<file path="src/rtl/window_fetch.sv">
// Streams KxK stride-1 convolution windows from a 1-cycle-latency memory port
// to a valid/ready consumer, raster order over windows and pixels.
module window_fetch #(
  parameter int ADDR_W = 16,
  parameter int DATA_W = 18,
  parameter int IMG_W  = 32,
  parameter int IMG_H  = 32,
  parameter int K      = 3
) (
  input  logic              clk,
  input  logic              rst_n,
  input  logic              start,
  input  logic [ADDR_W-1:0] base_addr,
  output logic              busy,
  output logic              done,
  output logic [ADDR_W-1:0] mem_addr,
  output logic              mem_rd,
  input  logic [DATA_W-1:0] mem_data,
  output logic [DATA_W-1:0] out_data,
  output logic              out_valid,
  input  logic              out_ready,
  output logic              out_last_pix,
  output logic              out_last_win
);

  localparam int KW = $clog2(K + 1);
  localparam int XW = $clog2(IMG_W + 1);
  localparam int YW = $clog2(IMG_H + 1);
  localparam logic [KW-1:0] K_MAX  = KW'(K - 1);
  localparam logic [XW-1:0] OX_MAX = XW'(IMG_W - K);
  localparam logic [YW-1:0] OY_MAX = YW'(IMG_H - K);

  typedef enum logic [1:0] {IDLE, RUN, DRAIN} state_t;

  typedef struct packed {
    logic [DATA_W-1:0] data;
    logic              last_pix;
    logic              last_win;
  } entry_t;

  state_t            state, next_state;
  logic              done_q;
  logic [ADDR_W-1:0] base_q;
  logic [KW-1:0]     kx, ky;
  logic [XW-1:0]     ox;
  logic [YW-1:0]     oy;
  logic              inflight, pipe_last_pix, pipe_last_win;
  entry_t            fifo [2];
  logic              wr_ptr, rd_ptr;
  logic [1:0]        count;

  logic              pop, rd, is_last_pix, is_last_rd;
  logic [2:0]        pending;
  logic [ADDR_W-1:0] row, col;

  assign pop         = (count != 2'd0) && out_ready;
  assign is_last_pix = (kx == K_MAX) && (ky == K_MAX);
  assign is_last_rd  = is_last_pix && (ox == OX_MAX) && (oy == OY_MAX);
  // Entries that will exist next cycle before any new read: keeps the FIFO from overflowing.
  assign pending     = 3'(count) + 3'(inflight) - 3'(pop);
  assign rd          = (state == RUN) && (pending < 3'd2);
  assign row         = ADDR_W'(oy) + ADDR_W'(ky);
  assign col         = ADDR_W'(ox) + ADDR_W'(kx);

  // NOTE: non-blocking assignments so every register samples pre-edge values.
  always_ff @(posedge clk or negedge rst_n) begin
    if (!rst_n) begin
      state  <= IDLE;
      done_q <= 1'b0;
    end else begin
      state  <= next_state;
      done_q <= (state == DRAIN) && (next_state == IDLE);
    end
  end

  // NOTE: default assignment first so no path leaves next_state unassigned (no latch).
  always_comb begin
    next_state = state;
    case (state)
      IDLE:    if (start) next_state = RUN;
      RUN:     if (rd && is_last_rd) next_state = DRAIN;
      DRAIN:   if (pending == 3'd0) next_state = IDLE;
      default: next_state = IDLE;
    endcase
  end

  always_comb begin
    busy         = (state != IDLE);
    done         = done_q;
    mem_rd       = rd;
    mem_addr     = base_q + row * ADDR_W'(IMG_W) + col;
    out_valid    = (count != 2'd0);
    out_data     = fifo[rd_ptr].data;
    out_last_pix = fifo[rd_ptr].last_pix;
    out_last_win = fifo[rd_ptr].last_win;
  end

  always_ff @(posedge clk or negedge rst_n) begin
    if (!rst_n) begin
      base_q        <= '0;
      kx            <= '0;
      ky            <= '0;
      ox            <= '0;
      oy            <= '0;
      inflight      <= 1'b0;
      pipe_last_pix <= 1'b0;
      pipe_last_win <= 1'b0;
      wr_ptr        <= 1'b0;
      rd_ptr        <= 1'b0;
      count         <= 2'd0;
      // NOTE: FIFO storage is reset too so out_data and flags read 0 straight out of reset.
      for (int i = 0; i < 2; i++) fifo[i] <= '0;
    end else begin
      if (state == IDLE && start) begin
        base_q <= base_addr;
        kx     <= '0;
        ky     <= '0;
        ox     <= '0;
        oy     <= '0;
      end else if (rd) begin
        if (kx == K_MAX) begin
          kx <= '0;
          if (ky == K_MAX) begin
            ky <= '0;
            if (ox == OX_MAX) begin
              ox <= '0;
              oy <= (oy == OY_MAX) ? '0 : oy + 1'b1;
            end else begin
              ox <= ox + 1'b1;
            end
          end else begin
            ky <= ky + 1'b1;
          end
        end else begin
          kx <= kx + 1'b1;
        end
      end

      // Flags travel one cycle behind the read so they meet the returning data.
      inflight <= rd;
      if (rd) begin
        pipe_last_pix <= is_last_pix;
        pipe_last_win <= is_last_rd;
      end

      if (inflight) begin
        fifo[wr_ptr] <= '{data: mem_data, last_pix: pipe_last_pix, last_win: pipe_last_win};
        wr_ptr       <= ~wr_ptr;
      end
      if (pop) rd_ptr <= ~rd_ptr;
      count <= 2'(3'(count) + 3'(inflight) - 3'(pop));
    end
  end

endmodule
</file>
<file path="config.mk">
export PLATFORM = sky130hd
export DESIGN_NAME = window_fetch
export DESIGN_NICKNAME = d
export VERILOG_FILES = /design/src/rtl/window_fetch.sv
export SDC_FILE = /design/constraint.sdc
export NUM_CORES = 1
export LEC_CHECK = 0
export BUFFER_PORTS_ARGS = -buffer_cell sky130_fd_sc_hd__clkbuf_2
export CORE_ASPECT_RATIO = 1.2
export CORE_MARGIN = 2
export CORE_UTILIZATION = 51
export DETAILED_ROUTE_END_ITERATION = 8
export PLACE_DENSITY_LB_ADDON = 0.1
export RECOVER_POWER = 100
export SLEW_MARGIN = 20
export SYNTH_ARGS = -nofsm -noshare
export SYNTH_HDL_FRONTEND = slang
export SYNTH_SLANG_ARGS = --single-unit
export TNS_END_PERCENT = 10
</file>
<file path="constraint.sdc">
create_clock -name clk -period 3 [get_ports clk]
set_clock_uncertainty 0.1 [all_clocks]
set_input_delay 0 -clock clk [delete_from_list [all_inputs] [get_ports clk]]
set_output_delay 0 -clock clk [all_outputs]
set_load 0.005 [all_outputs]
</file>
# Word-level counts from Yosys, hierarchy flattened
# Cells that the tools add are included.
word_totals:
  output_inout_bits: 40
  word_cells: 92
  regBits: 82
classes:
  n_bitwise: 4
  n_reduce_logical: 21
  addsub: 10
  eq_ne: 6
  magnitude_cmp: 4
  mux: 28
op_table:
  columns: ["op", "count"]
  rows:
  - ["20-bit two-way mux", 4]
  - ["6-bit two-way mux", 11]
  - ["40-bit bitwise mux", 1]
  - ["20-bit demux with 1-bit select", 1]
  - ["2-bit two-way mux", 10]
  - ["16-bit by 12-bit adder with 16-bit output", 1]
  - ["16-bit by 7-bit adder with 16-bit output", 1]
  - ["6-bit by 2-bit adder with 7-bit output", 2]
  - ["6-bit by 1-bit adder with 6-bit output (second input constant)", 2]
  - ["6-bit by 5-bit equality test with 1-bit output (second input constant)", 2]
  - ["2-bit nonzero test", 6]
  - ["1-bit logical AND", 9]
  - ["2-bit equality test (second input constant)", 3]
  - ["2-bit case mux with 3 select lines", 1]
  - ["2-bit by 1-bit adder with 2-bit output (second input constant)", 2]
  - ["2-bit greater-or-equal comparator (second input constant)", 2]
  - ["2-bit zero test", 2]
  - ["1-bit NOT with 2-bit output", 2]
  - ["4-bit AND reduction", 1]
  - ["2-bit by 1-bit adder with 3-bit output", 1]
  - ["3-bit zero test", 1]
  - ["3-bit by 2-bit less-than comparator with 1-bit output (second input constant)", 1]
  - ["3-bit AND reduction", 1]
  - ["3-bit by 1-bit subtractor with 3-bit output", 1]
  - ["4 further kinds", 5]

# Depth between registers and ports, before layout
depth:
  depth_word: 10
  depth_mapped: 14

# Least setup slack after synthesis
# No wires, ideal clock.
synth_timing:
  kind: "reg-to-reg"
  startpoint: "register count[1]"
  endpoint: "register oy[5]"
  setup_slack_ns: 0.108
  path_buffers: 2
  arrival_time_ns: 2.726
  required_ns: 2.834
  synth_period_minus_slack_ns: 2.892
  stages_incl_launch_ff: 15
  setup_ns: 0.066
  path_cell_list: "dfrtp_1 inv_1 nand2_1 and2_1 ha_1 inv_1 ha_1 fa_1 xnor2_1 nand4bb_1 buf_2 or2_0 buf_6 nor4_2 a31o_1"
synth_between:
  elab_chain_cells: 7
  word_cells_on_any_way: 8
synth_rtl:
  columns: ["item", "line", "rtl"]
  rows:
  - ["from (decl)", "50", "logic [1:0] count;"]
  - ["from (signal assigned)", "151", "count <= 2'(3'(count) + 3'(inflight) - 3'(pop));"]
  - ["2-bit nonzero test", null, null]
  - ["net out_valid", "20", "output logic out_valid,"]
  - ["1-bit logical AND", "56", "assign pop = (count != 2'd0) && out_ready;"]
  - ["net pop", "52", "logic pop, rd, is_last_pix, is_last_rd;"]
  - ["3-bit by 1-bit subtractor with 3-bit output", null, null]
  - ["3-bit by 2-bit less-than comparator with 1-bit output", "61", "assign rd = (state == RUN) && (pending < 3'd2);"]
  - ["1-bit logical AND", "61", null]
  - ["2-bit nonzero test (no line)", null, null]
  - ["4-bit AND reduction (no line)", null, null]
  - ["to (signal assigned)", "127", "oy <= (oy == OY_MAX) ? '0 : oy + 1'b1;"]
  - ["to (decl)", "46", "logic [YW-1:0] oy;"]
# The timed path passes the listed nets, and every way through them passes these cells.
# A chain may end at the register's enable or synchronous reset.

# Worst setup path after layout
layout_timing:
  startpoint: "register ky[1]"
  endpoint: "output port mem_addr[15]"
layout_between:
  elab_chain_cells: 3
layout_rtl:
  columns: ["item", "line", "rtl"]
  rows:
  - ["from (decl)", "44", "logic [KW-1:0] kx, ky;"]
  - ["from (signal assigned)", "132", "ky <= ky + 1'b1;"]
  - ["6-bit by 2-bit adder with 7-bit output", "62", "assign row = ADDR_W'(oy) + ADDR_W'(ky);"]
  - ["16-bit by 12-bit adder with 16-bit output", "91", "mem_addr = base_q + row * ADDR_W'(IMG_W) + col;"]
  - ["16-bit by 7-bit adder with 16-bit output", "91", null]
  - ["to (decl)", "16", "output logic [ADDR_W-1:0] mem_addr,"]
# No other way between the ends.

==> results.sh <==
export IMPL_fmax_mhz=305
export IMPL_finalWeightedCongestion=0.866
export IMPL_status="complete, but fails checks"
export IMPL_timing_critical_path_slowest_stage_cell="sky130_fd_sc_hd__or4_1"
export IMPL_routed_via_density=5.21
export IMPL_critical_path_class="register to output port"
export IMPL_grt_pass1_wl_um=16600
export IMPL_yosys_top_cells_area="sky130_fd_sc_hd__dfrtp_1, sky130_fd_sc_hd__mux2_2, sky130_fd_sc_hd__ha_1"
export IMPL_critical_path_max_fanout=4
export IMPL_finalCritPeriodShare=1.09
export IMPL_fin_nets=647
export IMPL_ctsRootBufferMaster="sky130_fd_sc_hd__clkbuf_8"
export IMPL_slew_limit_headroom=-0.303
export IMPL_row_count=38
export IMPL_pre_cts_slack_ns=-0.0773
export IMPL_via_count_of_the_first_global_routing_pass=3698
export IMPL_cp_most_frequent_cell="sky130_fd_sc_hd__ha_1"
export IMPL_syn_mean_instance_area_um2=10.6
export IMPL_syn_cell_area_mm2=0.00462
export IMPL_netlist_cell_type_count=56
export IMPL_diodes=0
export IMPL_grt_max_degree=83
export IMPL_io_pins=78
export IMPL_die_x_um=90.9
export IMPL_timing_final_ws_setup_ns=-0.284
export IMPL_floorplan_core_area_mm2=0.00894
export IMPL_die_area_mm2=0.00984
export IMPL_cp_slowest_stage_delay_ns=0.43
export IMPL_cts_sinks=82
export IMPL_asr_flop_ratio_synth=1.00
export IMPL_critPathRequiredTime_ns=2.90
export IMPL_failed_checks="capacitance limit, slew limit, setup timing"
export IMPL_drtPass1Iterations=4
export IMPL_synth_top_area_cell="sky130_fd_sc_hd__dfrtp_1"
export IMPL_cp_cell_sequence="ha_1 -> a21o_1 -> nor2b_1 -> xor2_1 -> ha_1 -> ha_4 -> buf_6 -> nand3_4 -> inv_2 -> o211ai_1 -> or4_1 -> nand4_1 -> clkbuf_2"
export IMPL_detailed_place_area_mm2=0.00530
export IMPL_netlist_instances=434
export IMPL_maxCapViolations=1
export IMPL_flow_area_growth_from_synthesis_pct=29.9
export IMPL_fin_area_mm2=0.00601
export IMPL_grt_overflow_total=0
export IMPL_timing_max_transition_violations_final=83
export IMPL_timing_final_setup_violations=7
export IMPL_routed_antenna_nets=0
export IMPL_yosys_most_used_dff="sky130_fd_sc_hd__dfrtp_1"
export IMPL_final_hold_viol_count=0
export IMPL_tritoncts="done"
export IMPL_pwr_density_cell_mw_per_mm2=824
export IMPL_grt_use_total=0.210
export IMPL_initial_utilization=0.517
export IMPL_synthDominantCellAreaShare=0.444
export IMPL_layout_drive_gt1_share=0.340
export IMPL_postSynthNetCount=507
export IMPL_totalWireLength_um=9790
export IMPL_wl_per_cell_um=14.0
export IMPL_setup_tns_ns=-1.25
export IMPL_cts_buffers=9
export IMPL_detailedPlacementHpwl_um=6770
export IMPL_time_the_worst_path_needs_with_i_o_delays_and_setup_ns=3.28
export IMPL_worstSkewPairLatency_ns=0.35
export IMPL_synth_yosys_seq_area_share=0.444
export IMPL_yosysWarningCount=0
export IMPL_hp_class="primary input to register"
export IMPL_crit_path_end_kind="output port"
export IMPL_antenna_found_initial=0
export IMPL_synth_seq_cells=82
export IMPL_arrival_time_worst_endpoint_ns=3.18
export IMPL_ctsHtreeMaxLevel=3
export IMPL_unrepaired_setup_endpoints_after_global_routing="true"
export IMPL_tightestPinTransition_ns=1.95
export IMPL_floorplan_die_height_um=108
export IMPL_port_buffer_count=77
export IMPL_setup_worst_path_start_class="register"
export IMPL_static_leakage_power_uw=0.00292
export IMPL_drc_errors=0
export IMPL_worst_setup_hold_path_clk_slew_ns=0.08
export IMPL_clk_path_buf_depth=2
export IMPL_number_of_enable_type_register_cells_in_the_synthesized_netlist=0
export IMPL_critical_path_top_delay_family="adder cells"
export IMPL_drt_iter0_markers=84
export IMPL_vdd_ir_drop_max_uv=397
export IMPL_via_count=3641
export IMPL_cp_num_buf_inv=3
## through the flow
step | hold WS, ns | util | power (uW) | instances
floorplan | -0.396 | - | 3160 | 434
global placement | 0.0916 | 0.593 | 3980 | 643
detailed placement | 0.100 | 0.593 | 4060 | 643
CTS | 0.262 | 0.668 | 4990 | 698
global route | 0.290 | 0.672 | 5360 | 699
finish | 0.278 | 0.672 | 4950 | 699
## what timing repair did
action | 4_1_cts | 5_1_grt
pin swaps | 4 | 2
hold endpoints to repair | 136 | 0
hold buffers | 37 | 0
setup buffers | 2 | 1
gates resized for setup | 15 | 20
setup endpoints to repair | 9 | 24
## report_power, final
group / internal, uW / switching (uW) / leakage (uW)
sequential: 1510 / 282 / 0.00102
clock: 408 / 384 / 0.0000966
combinational: 1310 / 1060 / 0.00181
## sequential cells by signal, indices dropped and copies added, names as in the netlist, 2 cells and up
signal and flops:
count 2, fifo 40, kx 2, oy 6, base_q 16, state 2, ky 2, ox 6
## metal layers
metal  share of wire  track usage
met1            0.43        0.259
met2            0.51        0.372
met3           0.035       0.0348
met4           0.019       0.0801
met5               0            0
## worst paths after layout
path | startpoint | to | slack (ns) | depth (start not counted)
max | ky[1] | mem_addr[15] | -0.28 | 13
min reg2reg | base_q[8] | base_q[8] | 0.38 | 2
max reg2reg | count[1] | oy[5] | -0.01 | 12
min | base_addr[1] | base_q[1] | 0.28 | 4
max in group asynchronous | rst_n | base_q[12] | 1.00 | 2
min in group asynchronous | rst_n | fifo[0] | 0.64 | 2
## worst min-delay path: stages
cell and delay (ns):
sky130_fd_sc_hd__dlygate4sd3_1 0.52, sky130_fd_sc_hd__clkbuf_2 0.09, sky130_fd_sc_hd__nand2_1 0.04, sky130_fd_sc_hd__nand2_1 0.05
## cells by family (layout without fill, tap and decap cells)
kind of cell               after synthesis  in the layout  share of synthesized area
AOI/OAI and AO/OA                       57             57                     0.0823
and+or+nand+nor                        138            138                      0.146
DFF                                     82             82                      0.444
muxes                                   64             64                      0.155
adders and majority gates               35             35                      0.104
xor gates and xnor gates                18             18                     0.0341
buffers and inverters                   40            185                     0.0344
## synth_stat cells (4+ instances only)
library cell	number
sky130_fd_sc_hd__clkbuf_1	10
sky130_fd_sc_hd__nor3_1	4
sky130_fd_sc_hd__mux2_2	60
sky130_fd_sc_hd__nor2_1	22
sky130_fd_sc_hd__nor2b_1	5
sky130_fd_sc_hd__or3_1	4
sky130_fd_sc_hd__xor2_1	7
sky130_fd_sc_hd__and3_1	4
sky130_fd_sc_hd__o21ai_0	13
sky130_fd_sc_hd__nand2b_1	6
sky130_fd_sc_hd__nand4_1	4
sky130_fd_sc_hd__inv_1	26
sky130_fd_sc_hd__xnor2_1	11
sky130_fd_sc_hd__nand3_1	15
sky130_fd_sc_hd__nand2_1	57
sky130_fd_sc_hd__a21o_1	8
sky130_fd_sc_hd__a21oi_1	14
sky130_fd_sc_hd__ha_1	29
sky130_fd_sc_hd__fa_1	6
sky130_fd_sc_hd__mux2i_1	4
sky130_fd_sc_hd__dfrtp_1	82
## placed cells by master (no fill, tap or decap), types with 5 or more instances in the layout
| cell type | count |
|---|---|
| sky130_fd_sc_hd__buf_4 | 23 |
| sky130_fd_sc_hd__xor2_1 | 7 |
| sky130_fd_sc_hd__nand3_1 | 14 |
| sky130_fd_sc_hd__dfrtp_1 | 82 |
| sky130_fd_sc_hd__nand2b_1 | 5 |
| sky130_fd_sc_hd__xnor2_1 | 11 |
| sky130_fd_sc_hd__o21ai_0 | 11 |
| sky130_fd_sc_hd__ha_1 | 23 |
| sky130_fd_sc_hd__mux2_2 | 60 |
| sky130_fd_sc_hd__clkbuf_1 | 16 |
| sky130_fd_sc_hd__dlygate4sd3_1 | 37 |
| sky130_fd_sc_hd__a21oi_1 | 10 |
| sky130_fd_sc_hd__nor3_1 | 5 |
| sky130_fd_sc_hd__nor2_1 | 20 |
| sky130_fd_sc_hd__clkbuf_2 | 67 |
| sky130_fd_sc_hd__inv_1 | 25 |
| sky130_fd_sc_hd__clkbuf_8 | 10 |
| sky130_fd_sc_hd__nand2_1 | 57 |
| sky130_fd_sc_hd__a21o_1 | 8 |
| sky130_fd_sc_hd__fa_1 | 5 |
## layout make-up
type / count / area, um^2
clock buffer: 12 / 145
clock inverter: 4 / 51.3
fill: 717 / 2930
inverter: 26 / 97.6
multi-input combinational: 312 / 2560
sequential: 82 / 2050
tap: 120 / 150
timing repair buffer: 143 / 946
(Power assumes the default switching activity.)
